<file path="config.mk">
export PLATFORM = sky130hd
export DESIGN_NAME = sar_adc_array_controller
export DESIGN_NICKNAME = d
export VERILOG_FILES = /design/src/rtl/sar_adc_array_controller.sv
export SDC_FILE = /design/constraint.sdc
export NUM_CORES = 1
export LEC_CHECK = 0
export ABC_AREA = 1
export BUFFER_PORTS_ARGS = -buffer_cell sky130_fd_sc_hd__buf_2
export CORE_MARGIN = 1.5
export CORE_UTILIZATION = 44
export DETAILED_ROUTE_END_ITERATION = 16
export PLACE_DENSITY = 0.71
export SLEW_MARGIN = 30
export SYNTH_ARGS = -nofsm -noshare
export SYNTH_HDL_FRONTEND = slang
export SYNTH_SLANG_ARGS = --single-unit
</file>
<file path="constraint.sdc">
create_clock -name clk -period 1.6 [get_ports clk]
set_input_delay 0.08 -clock clk [delete_from_list [all_inputs] [get_ports clk]]
set_output_delay 0.08 -clock clk [all_outputs]
set_load 0.01 [all_outputs]
</file>
<file path="src/rtl/sar_adc_array_controller.sv">
// Multi-channel SAR ADC controller.
// One shared sequencer steps every channel through the same successive-
// approximation schedule; each channel keeps its own trial/result/accumulator
// state in a sar_adc_lane instance, so channels resolve different codes in
// the same cycles. Results can be averaged over 2^AVG_LOG2 conversions.

// Per-channel datapath: trial code, decided bits, accumulator and result.
module sar_adc_lane #(
    parameter int ADC_BITS = 8,
    parameter int AVG_LOG2 = 0
) (
    input  logic                clk,
    input  logic                rst_n,
    input  logic                en,          // captured channel enable
    input  logic                comp,        // 1 = Vin >= current trial code
    input  logic                clr_acc,     // accepted start: clear accumulator
    input  logic                clr_res,     // new conversion: clear decided bits
    input  logic                decide,      // last settle cycle of the current bit
    input  logic                accum,       // add result into accumulator
    input  logic                finish,      // final accumulate: publish average
    input  logic                in_conv_nxt, // next cycle presents a trial code
    input  logic [ADC_BITS-1:0] bit_cur,     // one-hot of bit being decided now
    input  logic [ADC_BITS-1:0] bit_nxt,     // one-hot of bit presented next cycle
    output logic [ADC_BITS-1:0] dac_code,
    output logic [ADC_BITS-1:0] adc_val
);
    localparam int AW = ADC_BITS + AVG_LOG2;

    logic [ADC_BITS-1:0] res, res_nxt, trial;
    logic [AW-1:0]       acc, acc_sum;

    // Resolve the current bit; a disabled channel never accepts a bit so it stays 0.
    always_comb begin
        trial   = res | bit_cur;
        res_nxt = res;
        if (clr_res)
            res_nxt = '0;
        else if (decide && en && comp)
            res_nxt = trial;
    end

    assign acc_sum = acc + AW'(res);

    // Decided bits, registered trial code, accumulator and averaged result.
    always_ff @(posedge clk or negedge rst_n) begin
        if (!rst_n) begin
            res      <= '0;
            dac_code <= '0;
            acc      <= '0;
            adc_val  <= '0;
        end else begin
            res      <= res_nxt;
            dac_code <= (in_conv_nxt && en) ? (res_nxt | bit_nxt) : '0;
            if (clr_acc)
                acc <= '0;
            else if (accum)
                acc <= acc_sum;
            // Truncating divide by 2^AVG_LOG2 is just dropping the low bits.
            if (finish)
                adc_val <= acc_sum[AW-1:AVG_LOG2];
        end
    end
endmodule

module sar_adc_array_controller #(
    parameter int NUM_CH        = 2,
    parameter int ADC_BITS      = 8,
    parameter int SETTLE_CYCLES = 1,
    parameter int AVG_LOG2      = 0
) (
    input  logic                         clk,
    input  logic                         rst_n,
    input  logic                         adc_start,
    input  logic [NUM_CH-1:0]            ch_enable,
    input  logic [NUM_CH-1:0]            comparator_val,
    output logic                         run_adc_n,
    output logic [NUM_CH*ADC_BITS-1:0]   dac_code,
    output logic [NUM_CH*ADC_BITS-1:0]   adc_val,
    output logic                         out_valid,
    output logic                         busy,
    output logic                         overrun
);
    localparam int BW    = (ADC_BITS > 1) ? $clog2(ADC_BITS) : 1;
    localparam int SW    = (SETTLE_CYCLES > 1) ? $clog2(SETTLE_CYCLES) : 1;
    localparam int CW    = (AVG_LOG2 > 0) ? AVG_LOG2 : 1;
    localparam int NCONV = 1 << AVG_LOG2;

    localparam logic [2:0] ST_IDLE    = 3'd0;
    localparam logic [2:0] ST_SAMPLE  = 3'd1;
    localparam logic [2:0] ST_CONVERT = 3'd2;
    localparam logic [2:0] ST_ACCUM   = 3'd3;
    localparam logic [2:0] ST_DONE    = 3'd4;

    localparam logic [ADC_BITS-1:0] ONE = ADC_BITS'(1);

    logic [2:0]        state, state_nxt;
    logic [BW-1:0]     bit_idx, bit_idx_nxt;
    logic [SW-1:0]     settle_cnt, settle_nxt;
    logic [CW-1:0]     conv_cnt, conv_nxt;
    logic [NUM_CH-1:0] en_mask;

    logic start_ok, settle_last, conv_last, seq_busy;

    logic [NUM_CH-1:0][ADC_BITS-1:0] lane_dac, lane_val;
    logic [ADC_BITS-1:0]             bit_cur_oh, bit_nxt_oh;

    assign seq_busy    = (state == ST_SAMPLE) || (state == ST_CONVERT) || (state == ST_ACCUM);
    // DONE accepts a start directly so conversions can run back to back.
    assign start_ok    = adc_start && ((state == ST_IDLE) || (state == ST_DONE));
    assign settle_last = (settle_cnt == SW'(SETTLE_CYCLES - 1));
    assign conv_last   = (conv_cnt == CW'(NCONV - 1));
    assign bit_cur_oh  = ONE << bit_idx;
    assign bit_nxt_oh  = ONE << bit_idx_nxt;

    // Sequencer next-state: bit index, settle counter and conversion counter.
    always_comb begin
        state_nxt   = state;
        bit_idx_nxt = bit_idx;
        settle_nxt  = settle_cnt;
        conv_nxt    = conv_cnt;
        case (state)
            ST_IDLE, ST_DONE: begin
                if (start_ok) begin
                    state_nxt = ST_SAMPLE;
                    conv_nxt  = '0;
                end else begin
                    state_nxt = ST_IDLE;
                end
            end
            ST_SAMPLE: begin
                state_nxt   = ST_CONVERT;
                bit_idx_nxt = BW'(ADC_BITS - 1);
                settle_nxt  = '0;
            end
            ST_CONVERT: begin
                if (settle_last) begin
                    settle_nxt = '0;
                    if (bit_idx == '0)
                        state_nxt = ST_ACCUM;
                    else
                        bit_idx_nxt = bit_idx - BW'(1);
                end else begin
                    settle_nxt = settle_cnt + SW'(1);
                end
            end
            ST_ACCUM: begin
                if (conv_last) begin
                    state_nxt = ST_DONE;
                end else begin
                    state_nxt = ST_SAMPLE;
                    conv_nxt  = conv_cnt + CW'(1);
                end
            end
            default: state_nxt = ST_IDLE;
        endcase
    end

    // Sequencer state plus glitch-free registered strobes decoded from next state.
    always_ff @(posedge clk or negedge rst_n) begin
        if (!rst_n) begin
            state      <= ST_IDLE;
            bit_idx    <= '0;
            settle_cnt <= '0;
            conv_cnt   <= '0;
            en_mask    <= '0;
            run_adc_n  <= 1'b1;
            busy       <= 1'b0;
            out_valid  <= 1'b0;
            overrun    <= 1'b0;
        end else begin
            state      <= state_nxt;
            bit_idx    <= bit_idx_nxt;
            settle_cnt <= settle_nxt;
            conv_cnt   <= conv_nxt;
            if (start_ok)
                en_mask <= ch_enable;
            run_adc_n  <= !((state_nxt == ST_SAMPLE) || (state_nxt == ST_CONVERT));
            busy       <= (state_nxt == ST_SAMPLE) || (state_nxt == ST_CONVERT) ||
                          (state_nxt == ST_ACCUM);
            out_valid  <= (state_nxt == ST_DONE);
            if (start_ok)
                overrun <= 1'b0;
            else if (adc_start && seq_busy)
                overrun <= 1'b1;
        end
    end

    genvar c;
    generate
        for (c = 0; c < NUM_CH; c++) begin : g_lane
            sar_adc_lane #(
                .ADC_BITS (ADC_BITS),
                .AVG_LOG2 (AVG_LOG2)
            ) u_lane (
                .clk         (clk),
                .rst_n       (rst_n),
                .en          (en_mask[c]),
                .comp        (comparator_val[c]),
                .clr_acc     (start_ok),
                .clr_res     (state == ST_SAMPLE),
                .decide      ((state == ST_CONVERT) && settle_last),
                .accum       (state == ST_ACCUM),
                .finish      ((state == ST_ACCUM) && conv_last),
                .in_conv_nxt (state_nxt == ST_CONVERT),
                .bit_cur     (bit_cur_oh),
                .bit_nxt     (bit_nxt_oh),
                .dac_code    (lane_dac[c]),
                .adc_val     (lane_val[c])
            );
        end
    endgenerate

    assign dac_code = lane_dac;
    assign adc_val  = lane_val;
endmodule

</file>
After elaboration in Yosys (flattened, before gate mapping)
Cells that the tools add are included.

word-level totals
  bits in registers = 78
  output and inout bits = 36
  word-level logic and storage cells = 88

operators by class
  add/sub/neg operators = 5
  eq/ne operators = 9
  shifts and indexed selects = 2
  muxes and demuxes = 25
  bitwise operators = 6
  reduce and logical (&&, ||, !) cells = 24

operator list
  cell                                                   count
  two-way mux 8 bit                                      10
  OR 8 bit                                               4
  adder 8 bit                                            2
  << shifter 1 x 3 -> 8 bit, first input constant        2
  two-way mux 3 bit                                      5
  equality test 3 x 2 -> 1 bit, second input constant    4
  one-hot mux 3 bit (4 select lines)                     1
  logical AND 1 bit                                      10
  nonzero test 2 bit                                     4
  equality test 3 x 1 -> 1 bit, second input constant    2
  equality test 3 bit, second input constant             2
  logical NOT 3 bit                                      2
  two-way mux 1 bit                                      6
  one-hot mux 3 bit (2 select lines)                     1
  logical OR 1 bit                                       5
  one-hot mux 1 bit (2 select lines)                     2
  subtractor 3 x 1 -> 3 bit, second input constant       1
  adder 1 bit, second input constant                     2
  inequality test 2 x 1 -> 1 bit, second input constant  1
  NOT 1 bit                                              2
  AND reduction 2 bit                                    1
  OR reduction 2 bit                                     1
  logical NOT 1 bit                                      1

Logic depth before layout (Yosys ltp)
Gate-level depths: netlist (run 1).

  depth in word-level cells = 8
  mapped depth = 9
  mapped depth without buffers = 9

Hierarchy
A second synthesis (run 1) with hierarchy kept.

unflattened totals
  cells, all modules = 497
  area total of the unflattened synthesis = 3927.5 um^2

by module, submodules not included
  module                    times used  cells an instance  area an instance (um^2)
  sar_adc_lane              2           196                1574.0
  sar_adc_array_controller  1           105                779.5

Worst setup path before layout (run 1)
Ideal clock, no wire load.

  path kind = reg2reg
  from = reg g_lane[1].u_lane.acc[0]
  to = reg g_lane[1].u_lane.acc[6]
  setup time = 0.119 ns
  arrival = 1.411 ns
  required time = 1.481 ns
  setup slack = 0.069 ns
  cell stages (with the launch flop) = 9
  path through = dfrtp_1 -> ha_1 -> fa_1 -> nand3_1 -> nand2_1 -> nand3_1 -> nand3b_1 -> nand3_1 -> nand2_1

on the way
  cells in the longest elaborated chain, start to end = 3

RTL lines
  what                    line  text
  from (decl)             30    logic [AW-1:0] acc, acc_sum;
  from (signal assigned)  57    acc <= acc_sum;
  adder 8 bit             42    assign acc_sum = acc + AW'(res);
  two-way mux 8 bit       56    else if (accum)
  two-way mux 8 bit       54    if (clr_acc)

No other way between the ends. The select of a mux whose other input is x is not followed.
A chain may end at the register's enable or synchronous reset.

Worst setup path in the final report (run 1)
  from = reg g_lane[0].u_lane.acc[0]
  to = reg g_lane[0].u_lane.acc[6]

on the way
  cells in the longest elaborated chain, start to end = 3

RTL lines
  what                    line
  from (decl)             30
  from (signal assigned)  57
  adder 8 bit             42
  two-way mux 8 bit       56
  two-way mux 8 bit       54

No other way between the ends. The select of a mux whose other input is x is not followed.

==> flow_summary.toml, run 1 <==
[status]
outcome = "finished, final reports clean"

[global_routing]
grt_usage_pct = 20.1
antenna_found_initial = 0
overflow = 0
grt_pass1_wl_um = 13400
grt_pass1_vias = 2723
grt_max_degree = 29

[power_and_ir_drop]
power.total_w = 0.00819
power_frac_seq_pct = 35.9
p_sw_share_pct = 41.2
clkPwrFrac_pct = 19.9
ir_drop_mv = 0.885
switchingPower_w = 0.00337
comb_power_share_pct = 44.2
p_per_area_mw_per_mm2 = 1800
internal_power_w = 0.00482
cellLeakagePower_nw = 2.57

[worst_setup_path]
cp_max_fo = 3
cp_common_cell = "nand3_2"
crit_type = "reg -> reg"
cp_cell_sequence = "ha_2 > fa_2 > nand3_1 > nand2_2 > nand3_2 > nand3b_1 > nand3_2 > nand2_1"
startpoint_type = "flop"
timing.rr.start = "g_lane[0].u_lane.acc[0]"
ff2ff_setup_slack_ns = 0.06
crit_slowest_cell = "dfrtp_1"
regToRegEndpoint = "g_lane[0].u_lane.acc[6]"
crit_required_ns = 1.84
cp_slowest_stage_delay_ns = 0.40
ff2ff_path_depth = 8
cp-end-kind = "flop"
worstPathArrival_ns = 1.79

[clock_tree]
clock-sinks = 76
path_clk_slew_ns = 0.08
cts_buffers = 9
clk_latency_ns = 0.35
htree_levels = 3
clockBufferDepth = 2
cts_tree = "yes"
clock-root-buffer = "clkbuf_8"

[drt]
wirelength_um = 8340
wl_per_cell_um = 14.4
route.detailed.drc = 0
first_pass_iters = 4
initialDrtViolationCount = 152
antenna_left = 0
viasPerCell = 5.05
via_count = 2915

[final_layout]
antenna_cells = 0
nFillCells = 693
layout-drive-gt1-share_pct = 29.9
area_delta_synth_final_pct = 26.2
final_util_pct = 58.1
fin_nets = 498
finalNonFillerCells = 577

[min_path]
hold_class = "in -> reg"
worst_hold_path.endpoint = "overrun"
hp-start = "adc_start"
hold_depth = 5

[floorplanning]
placement_rows = 32
start_util_pct = 46.0
ios = 43
die-area_mm2 = 0.00872
chipHeight_um = 93.4
coreArea_mm2 = 0.00781
die_w_um = 93.4

[yosys]
synth_area_mm2 = 0.00359
syn_area_per_cell_um2 = 9.08
synthCells = 396
yosys_warnings = 0
ys_types = 27
yosysSeqAreaShare_pct = 52.9
synth-seq-cells = 76
synth_nets = 424

[sta]
rsz0062_at_grt = "true"
finalHoldViolCount = 0
finClkSkew_ns = 0.0114
relSlewSlack_pct = 75.9
layout_worst_path_cycle_share_pct = 96.4
tns_ns = 0
slew_violations = 0
setup_violations = 0
timing.fmax_mhz = 648
period_needed_ns = 1.54
tightest_slew_ns = 0.358

[placed_design]
io_buffer_count = 42
dp_cells = 555
dp_hpwl_um = 5790
gp_congestion = 0.858

[job]
max_cap_viol_count = 0
[worst max-delay path by stage]
stage / end / start / cells after the start
floorplan: g_lane[1].u_lane.acc[6] / g_lane[1].u_lane.acc[0] / 8
finish: g_lane[0].u_lane.acc[6] / g_lane[0].u_lane.acc[0] / 8
global route: g_lane[1].u_lane.dac_code[3] / state[1] / 7
detailed placement: g_lane[1].u_lane.dac_code[3] / bit_idx[0] / 8
global placement: g_lane[1].u_lane.adc_val[4] / g_lane[1].u_lane.res[0] / 6
CTS: g_lane[0].u_lane.acc[6] / g_lane[0].u_lane.acc[0] / 8
[kinds of logic (layout without fill, tap and decap cells)]
family / count (synthesis) / in the layout / synth area share [%]
DFF: 76 / 76 / 52.9
AOI/OAI and AO/OA: 54 / 54 / 8.63
xor gates and xnor gates: 5 / 5 / 1.22
and+or+nand+nor: 195 / 195 / 24.3
buffers and inverters: 45 / 124 / 5.22
adders and majority gates: 21 / 21 / 7.73
[cells in the mapped netlist, drive strengths merged]
cell    count  area [µm²]
nand2     140         541
or2         1        6.26
clkbuf      2        7.51
o21bai     14         105
nor3        1        5.00
nor2        6        30.0
o21ai      10        50.1
inv        39         146
a21oi      28         140
xnor2       2        17.5
dfrtp      75        1880
xor2        3        26.3
nand3b      4        30.0
nand3      43         260
fa          2        40.0
buf         4        33.8
ha         19         238
dfstp       1        26.3
o21a        2        15.0
[worst max-delay path, delay by kind of cell, from the launching register on]
kind          cells  cell delay (ns)
simple gates      6             0.47
flops             1             0.40
fa+ha+maj         2             0.55
[flip-flops by register name (all words and copies together), names as in the netlist]
name / cells
bit_idx: 3
busy: 1
en_mask: 2
g_lane.u_lane.acc: 16
g_lane.u_lane.adc_val: 16
g_lane.u_lane.dac_code: 16
g_lane.u_lane.res: 16
out_valid: 1
overrun: 1
run_adc_n: 1
state: 3
[through the flow]
step / setup slack [ns] / hold WS, ns / cell area, µm²
final: 0.0569 / 0.0806 / 4540
after global routing: -0.0378 / 0.126 / 4540
after CTS: 0.0000375 / 0.0844 / 4330
after detailed placement: -0.0299 / 0.0172 / 4060
after global placement: 0.0151 / 0.0216 / 4060
after floorplan: 0.0694 / -0.216 / 3590
[layout make-up]
type / instances / area [µm²] / area share [%]
Clock buffer: 12 / 145 / 3.20
Clock inverter: 4 / 72.6 / 1.60
Inverter: 39 / 146 / 3.23
Multi-Input combinational cell: 275 / 1710 / 37.6
Sequential cell: 76 / 1900 / 42.0
Tap cell: 102 / 128 / 2.81
Timing Repair Buffer: 69 / 435 / 9.59
[cells in the final DEF, fill, tap and decap left out]
| cell | count |
|---|---|
| nor2_2 | 1 |
| buf_2 | 41 |
| nand2_2 | 9 |
| buf_4 | 24 |
| nand3b_1 | 4 |
| buf_12 | 1 |
| ha_1 | 10 |
| nor2_1 | 4 |
| dfstp_2 | 1 |
| ha_4 | 6 |
| nand2_1 | 130 |
| xnor2_1 | 2 |
| ha_2 | 3 |
| or2_2 | 1 |
| dfrtp_1 | 74 |
| fa_2 | 2 |
| clkinvlp_4 | 1 |
| dlygate4sd3_1 | 3 |
| nand3_1 | 28 |
| inv_1 | 32 |
| a21oi_1 | 14 |
| o21ai_1 | 4 |
| xor2_1 | 3 |
| inv_2 | 7 |
| clkbuf_8 | 10 |
| o21a_1 | 2 |
| nand3_2 | 13 |
| a21oi_2 | 14 |
| clkbuf_1 | 2 |
| nand3_4 | 2 |
| nor2_4 | 1 |
| o21ai_0 | 6 |
| clkinv_2 | 1 |
| o21bai_1 | 14 |
| nor3_1 | 1 |
| bufinv_16 | 2 |
| dfrtp_2 | 1 |
| nand2_4 | 1 |
[layer usage]
metal  vias up  share of wire (%)  track usage, %
li1       1424                  -               -
met1      1395                 46            27.1
met2        89                 48            32.9
met3         7                5.3            4.39
met4         0               0.79            4.92
met5         -                  0               0
[power groups by stage]
stage                     registers, W  logic, W  clock network (W)
after floorplan                0.00298   0.00199                  0
after global placement         0.00290   0.00309                  0
after detailed placement       0.00292   0.00316                  0
after CTS                      0.00289   0.00322            0.00164
after global routing           0.00300   0.00403            0.00173
final                          0.00294   0.00362            0.00163
[repair_timing]
| item | in CTS | in global routing |
|---|---|---|
| hold buffers | 3 | 0 |
| resized for setup | 5 | 44 |
| pin swaps | 0 | 4 |
| setup buffers | 1 | 2 |
| endpoints found under the hold margin | 64 | 0 |
| setup endpoints to repair | 15 | 30 |
Note: power is estimated with default switching activity, not from simulation.
==> run 2: changes to the inputs <==
--- a/config.mk
+++ b/config.mk
@@ -10,7 +10,7 @@
 export CORE_MARGIN = 1.5
 export CORE_UTILIZATION = 44
 export DETAILED_ROUTE_END_ITERATION = 16
-export PLACE_DENSITY = 0.71
+export PLACE_DENSITY = 0.69
 export SLEW_MARGIN = 30
 export SYNTH_ARGS = -nofsm -noshare
 export SYNTH_HDL_FRONTEND = slang
==> constraint.sdc (replaced) <==
create_clock -name clk -period 1.98 [get_ports clk]
set_input_delay 0.099 -clock clk [delete_from_list [all_inputs] [get_ports clk]]
set_output_delay 0.099 -clock clk [all_outputs]
set_load 0.01 [all_outputs]
==> flow_summary.toml, run 2 (synthesis results as in run 1) <==
[clock_tree]
htree_levels = 3
cts_tree = "yes"
path_clk_slew_ns = 0.08
clk_latency_ns = 0.34
clock-sinks = 76
clock-root-buffer = "clkbuf_8"
cts_resized = 0
cts_buffers = 9
clockBufferDepth = 2

[sta]
tns_ns = 0
finClkSkew_ns = 0.00989
relSlewSlack_pct = 69.0
finalHoldViolCount = 0
rsz0062_at_grt = "false"
setup_violations = 0
layout_worst_path_cycle_share_pct = 89.8
holdWs_ns = 0.0948
slew_violations = 0
timing.fmax_mhz = 563
period_needed_ns = 1.78
tightest_slew_ns = 0.465

[global_routing]
grt_max_degree = 46
use_met1_pct = 27.7
grt.busiest_layer = "met2"
grt_util_met3_pct = 4.96
use_met2_pct = 31.5
grt_pass1_wl_um = 13400
grt_usage_pct = 20.2
grt_pass1_vias = 2808
overflow = 0
antenna_found_initial = 0

[power_and_ir_drop]
cellLeakagePower_nw = 2.49
power.total_w = 0.00591
ir_drop_mv = 0.731
p_per_area_mw_per_mm2 = 1420

[placed_design]
dp_hpwl_um = 5400
gp_congestion = 0.908
io_buffer_count = 42

[worst_setup_path]
cp_cell_sequence = "inv_1 > ha_1 > nand2_4 > inv_1 > nand2_1 > nand2_1 > inv_1 > nand2_1 > a21oi_1"
worstPathArrival_ns = 2.03
path_buf_inv = 3
crit_type = "reg -> reg"
crit_required_ns = 2.23
cp_slowest_stage_delay_ns = 0.43
cp-end-kind = "flop"
cp_top_family = "simple AND/OR/NAND/NOR gates"
cp_max_fo = 8
crit_slowest_cell = "dfrtp_1"
startpoint_type = "flop"

[drt]
first_pass_iters = 4
via_count = 2742
initialDrtViolationCount = 122
antenna_left = 0
wirelength_um = 7640
wl_per_cell_um = 13.7
viasPerCell = 4.93
route.detailed.drc = 0

[floorplanning]
placement_rows = 32
coreArea_mm2 = 0.00781
start_util_pct = 46.0
die_w_um = 93.4
ios = 43
chipHeight_um = 93.4
die-area_mm2 = 0.00872

[final_layout]
layout_common_cells = "136 x nand2_1, 75 x dfrtp_1, 41 x buf_2, 37 x nand3_1, 34 x inv_1"
final_util_pct = 53.3
fin_nets = 477
area_delta_synth_final_pct = 15.8
nFillCells = 723
layout_commonest_cell = "nand2_1"
layout-drive-gt1-share_pct = 17.2
antenna_cells = 0

[job]
max_cap_viol_count = 0

[status]
outcome = "finished, final reports clean"

[min_path]
hold_class = "in -> reg"
run 2: changes by cell type in the layout (fill, tap and decap cells not counted), sizes merged:
cell,previous run,this run
bufinv,2,1
buf,66,45
clkinv,1,2
run 2: area by class of cell:
class / count / area (µm²) / share of cell area, %
clock inverters: 4 / 47.5 / 1.14
well taps: 102 / 128 / 3.07
clock buffers: 12 / 155 / 3.73
repair buffers: 48 / 278 / 6.67
multi-input cells: 275 / 1500 / 36.1
inverters: 39 / 146 / 3.52
flip-flops and latches: 76 / 1900 / 45.7
run 2: per-layer routing:
metal,vias up,routed length (µm)
met5,-,0
met4,0,114
met3,9,345
met2,53,3490
met1,1287,3690
li1,1393,-
run 2: timing repair:
action,4_1_cts,5_1_grt
hold buffers,3,0
endpoints found under the hold margin,33,0
setup buffers,0,0
run 2: tightest hold or removal path: cells and delay by family:
kind,cells,cell delay [ns]
AO/OA/AOI/OAI,1,0.07
AND/OR/NAND/NOR,1,0.07
buffers and inverters,3,0.17
run 2: metrics by stage:
step | setup WS (ns) | std cells | cell area [µm²]
finish | 0.203 | 556 | 4160
global route | 0.0175 | 556 | 4160
CTS | 0.215 | 556 | 4160
detailed placement | 0.257 | 537 | 3930
global placement | 0.319 | 537 | 3930
floorplan | 0.449 | 396 | 3590
run 2: final timing paths:
path,start,endpoint,slack (ns),cells after the start
min in group asynchronous,rst_n,g_lane[0].u_lane.acc[2],0.24,2
setup reg to reg,bit_idx[0],g_lane[0].u_lane.dac_code[0],0.20,9
max in group asynchronous,rst_n,run_adc_n,1.13,3
hold reg to reg,g_lane[1].u_lane.adc_val[4],g_lane[1].u_lane.adc_val[4],0.48,2
setup / recovery,bit_idx[0],g_lane[0].u_lane.dac_code[0],0.20,9
hold / removal,adc_start,overrun,0.09,5
run 2: where the power goes:
part	switching, W	total (W)	internal [W]
Clock	0.000553	0.00120	0.000648
Sequential	0.000337	0.00236	0.00202
Combinational	0.00155	0.00236	0.000808
